<file path="src/rtl/bunch_of_reg.sv">
// Three independent WIDTH-bit D registers with no enable.
// Each channel has its own synchronous, active-low reset value.
module bunch_of_reg #(
    parameter int unsigned     WIDTH    = 8,
    parameter logic [WIDTH-1:0] RST_VAL0 = '0,
    parameter logic [WIDTH-1:0] RST_VAL1 = '0,
    parameter logic [WIDTH-1:0] RST_VAL2 = '0
) (
    input  logic             clk,
    input  logic             rst_n,
    input  logic [WIDTH-1:0] d0,
    input  logic [WIDTH-1:0] d1,
    input  logic [WIDTH-1:0] d2,
    output logic [WIDTH-1:0] q0,
    output logic [WIDTH-1:0] q1,
    output logic [WIDTH-1:0] q2
);

    logic [WIDTH-1:0] r_q0;
    logic [WIDTH-1:0] r_q1;
    logic [WIDTH-1:0] r_q2;

    // Reset is sampled only at the clock edge, so a glitch on rst_n between edges is ignored.
    always_ff @(posedge clk) begin
        if (!rst_n) begin
            r_q0 <= RST_VAL0;
            r_q1 <= RST_VAL1;
            r_q2 <= RST_VAL2;
        end else begin
            r_q0 <= d0;
            r_q1 <= d1;
            r_q2 <= d2;
        end
    end

    assign q0 = r_q0;
    assign q1 = r_q1;
    assign q2 = r_q2;

endmodule

</file>
<file path="config.mk">
export PLATFORM = sky130hd
export DESIGN_NAME = bunch_of_reg
export DESIGN_NICKNAME = d
export VERILOG_FILES = /design/src/rtl/bunch_of_reg.sv
export SDC_FILE = /design/constraint.sdc
export NUM_CORES = 1
export LEC_CHECK = 0
export BUFFER_PORTS_ARGS = -buffer_cell sky130_fd_sc_hd__buf_2
export CORE_MARGIN = 5
export CORE_UTILIZATION = 34
export CTS_CLUSTER_DIAMETER = 50
export DETAILED_ROUTE_END_ITERATION = 8
export GPL_TIMING_DRIVEN = 1
export PLACE_DENSITY = 0.8
export SETUP_SLACK_MARGIN = 0.15
export SLEW_MARGIN = 10
export SYNTH_ARGS = -nofsm -noshare
export SYNTH_HDL_FRONTEND = slang
export SYNTH_SLANG_ARGS = --single-unit
</file>
<file path="constraint.sdc">
create_clock -name clk -period 0.8 [get_ports clk]
set_input_delay 0 -clock clk [delete_from_list [all_inputs] [get_ports clk]]
set_output_delay 0 -clock clk [all_outputs]
set_load 0.01 [all_outputs]
</file>
# Word-level counts from Yosys, hierarchy flattened

Cells that the tools add are included.

Bits of input ports: 26
Output and inout bits: 24
Bits in registers: 24

# Depth between registers and ports, before layout

Word-level depth: 0
Mapped depth: 2
Depth with buffers taken out: 1

# Least setup slack after synthesis

Ideal clock, no wire load.

Path type: in2reg
Start point: input rst_n
End point: register r_q0[0], in the netlist q0[0]
Setup slack: 0.432 ns
Buffers on the path: 1
Cell stages on the path: 2
Arrival time: 0.251 ns
Path through: buf_6 -> and2_2

RTL lines:

| what                 | RTL line | source |
|---|---|---|
| from (decl)          | 10       | `input logic rst_n,` |
| to (signal assigned) | 26       | `r_q0 <= RST_VAL0;` |
| to (signal assigned) | 30       | `r_q0 <= d0;` |
| to (decl)            | 19       | `logic [WIDTH-1:0] r_q0;` |

No word-level cell between the ends.

# Worst setup path after layout

Start point: register r_q2[3], in the netlist q2[3]
End point: output q2[3]

RTL lines:

| what                   | RTL line | source |
|---|---|---|
| from (decl)            | 21       | `logic [WIDTH-1:0] r_q2;` |
| from (signal assigned) | 28       | `r_q2 <= RST_VAL2;` |
| from (signal assigned) | 32       | `r_q2 <= d2;` |
| to (decl)              | 16       | `output logic [WIDTH-1:0] q2` |

No word-level cell between the ends.

==> flow_summary.ini <==
[routing]
drt_wl_total_um = 1550
vias = 560
ant_nets = 0
drt_pre_antenna_iters = 1
viasPerCell = 3.71
first_iter_violations = 0
drcViolationCount = 0
wire_per_inst_um = 10.3

[final_layout]
drive_gt1_frac = 0.637
fin_util = 0.657
multi_input_area_um2 = 173
seq_area_um2 = 492
syn_to_final_growth_pct = 86.9
n_fill_cell = 162
antenna_cells = 0
nets = 152
fin_area_mm2 = 0.00126

[synth]
netlist.area_leader.share = 0.711
synth_edf_count = 0
synth.avg_cell_area_um2 = 13.5
synth_seq_cells = 24
synthesis.nets = 76
yosys.area.top_type = dfxtp_1
yosys.area_share.adder = 0
synthMuxAreaShare = 0
ys.flop_type = dfxtp_1
syn-cell-area_um2 = 676
synth_xor_area_frac = 0
yosys.cell_count.top_type = dfxtp_1
synth_compound_area_frac = 0
synth_common_cells = dfxtp_1, and2_2, and2_1, buf_6
synth_warnings = 0
synth_top_family_by_area = simple AND/OR/NAND/NOR gates
synth-simple-area-share = 0.256
syn_inst = 50
ys_seq_area_frac = 0.711
synth_area_leaders = dfxtp_1, and2_2, and2_1
synth_cell_types = 4
synthArstFlopShare = 0

[timing]
slew_violations = 0
finalHoldViolations = 0
relSlewSlack = 0.826
tightest_slew_ns = 0.261
rsz0062_at_grt = yes
fmax_mhz = 1350
whs_ns = 0.0917
finalCritPeriodShare = 0.929
setup_viol = 0
period_minus_slack_ns = 0.743
finalSetupTns_ns = 0

[critical_path]
cpPeakStageDelay_ns = 0.33
worst_setup_path_start_kind = flop
cpLargestDelayFamily = flip-flops
path_class = flop to output port
crit_required_ns = 0.80
crit_buf_inv = 1
cp.arrival_ns = 0.74
worstPathMaxFanout = 1
crit_chain = buf_2
cp-end-kind = output port
critPathSlowestCell = dfxtp_1

[grt]
antenna_found_initial = 0
grt-ovfl-total = 0
grt_max_degree = 25
grt_pass1_wl_um = 2390
grt_usage = 0.116
grt_pass1_vias = 566

[floorplan]
die_w_um = 54.6
die_h_um = 54.6
core_area_mm2 = 0.00192
die-area_mm2 = 0.00298
io_pins = 50
start_util = 0.352
rows = 16

[clock_tree]
clock_path_buffers = 2
clockRootBuffer = clkbuf_4
clock-sinks = 24
clk_pin_slew_ns = 0.11
numCtsBuffers = 3
cts_tree = done
htree_levels = 1

[hold_path]
hold_end = q1[1]$_SDFF_PN0_
hp-class = primary input to flop
holdCritStartpoint = rst_n
hold_depth = 2

[placed_design]
port_buffers = 49
gp_congestion = 0.622
placed_cell_area_um2 = 932

[power_and_ir_drop]
power_leakage_nw = 0.618
fin_total_pwr_mw = 2.08
ir_drop_uv = 1080
p_per_area_mw_per_mm2 = 1650

[job]
max_cap_viol_count = 0

[outcome]
status = complete, no violations
-- state kept, by name, summed over array words and instances, names as in the netlist --
name / flops
q2: 8
q0: 8
q1: 8
-- cell usage in the layout, fill, tap and decap left out --
cell type      instances
buf_2                 40
dlygate4sd3_1         24
and2_2                18
dfxtp_1               15
buf_6                  9
dfxtp_2                9
and2_1                 6
clkbuf_4               3
-- worst max path at each step --
stage / start / end / slack [ns] / cells past startpoint
final: q2[3]$_SDFF_PN0_ / q2[3] / 0.06 / 1
after CTS: q2[7]$_SDFF_PN0_ / q2[7] / 0.04 / 1
after global placement: rst_n / q0[6]$_SDFF_PN0_ / 0.28 / 2
after detailed placement: rst_n / q0[6]$_SDFF_PN0_ / 0.26 / 2
after global routing: q2[5]$_SDFF_PN0_ / q2[5] / 0.01 / 1
after floorplan: rst_n / q0[0]$_SDFF_PN0_ / 0.43 / 2
-- layer usage --
| metal | track usage | up-vias | wire length [um] |
|---|---|---|---|
| met5 | 0 | - | 0 |
| met1 | 0.117 | 236 | 549 |
| met3 | 0.00817 | 2 | 121 |
| met4 | 0.0747 | 0 | 19 |
| met2 | 0.224 | 24 | 860 |
| li1 | - | 298 | - |
-- cell families (layout without fill, tap and decap cells) --
kind of cell / after synthesis / after routing
buf+inv: 2 / 76
flops: 24 / 24
simple gates: 24 / 24
-- report_power, final --
group | internal, mW | total, mW | switching (mW) | leakage, nW
registers | 1.26 | 1.28 | 0.0186 | 0.202
clock network | 0.175 | 0.471 | 0.296 | 0.0138
logic | 0.225 | 0.331 | 0.106 | 0.402
-- final cells by class --
type,instances,share of cell area
Clock buffer,3,0.0178
Multi-Input combinational cell,24,0.137
Sequential cell,24,0.389
Tap cell,27,0.0268
Timing Repair Buffer,73,0.429
-- repair_timing --
item,in CTS,in global routing
hold buffers,24,0
resized for setup,0,18
pin swaps,0,0
endpoints found under the setup margin,24,24
buffers inserted,0,0
hold endpoints to repair,24,0
-- through the flow --
step                      cells  setup WS (ns)
after floorplan              50          0.432
after global placement      124          0.276
after detailed placement    124          0.256
after CTS                   151         0.0373
after global routing        151         0.0122
final                       151         0.0566
Note: power is estimated with default switching activity, not from simulation.
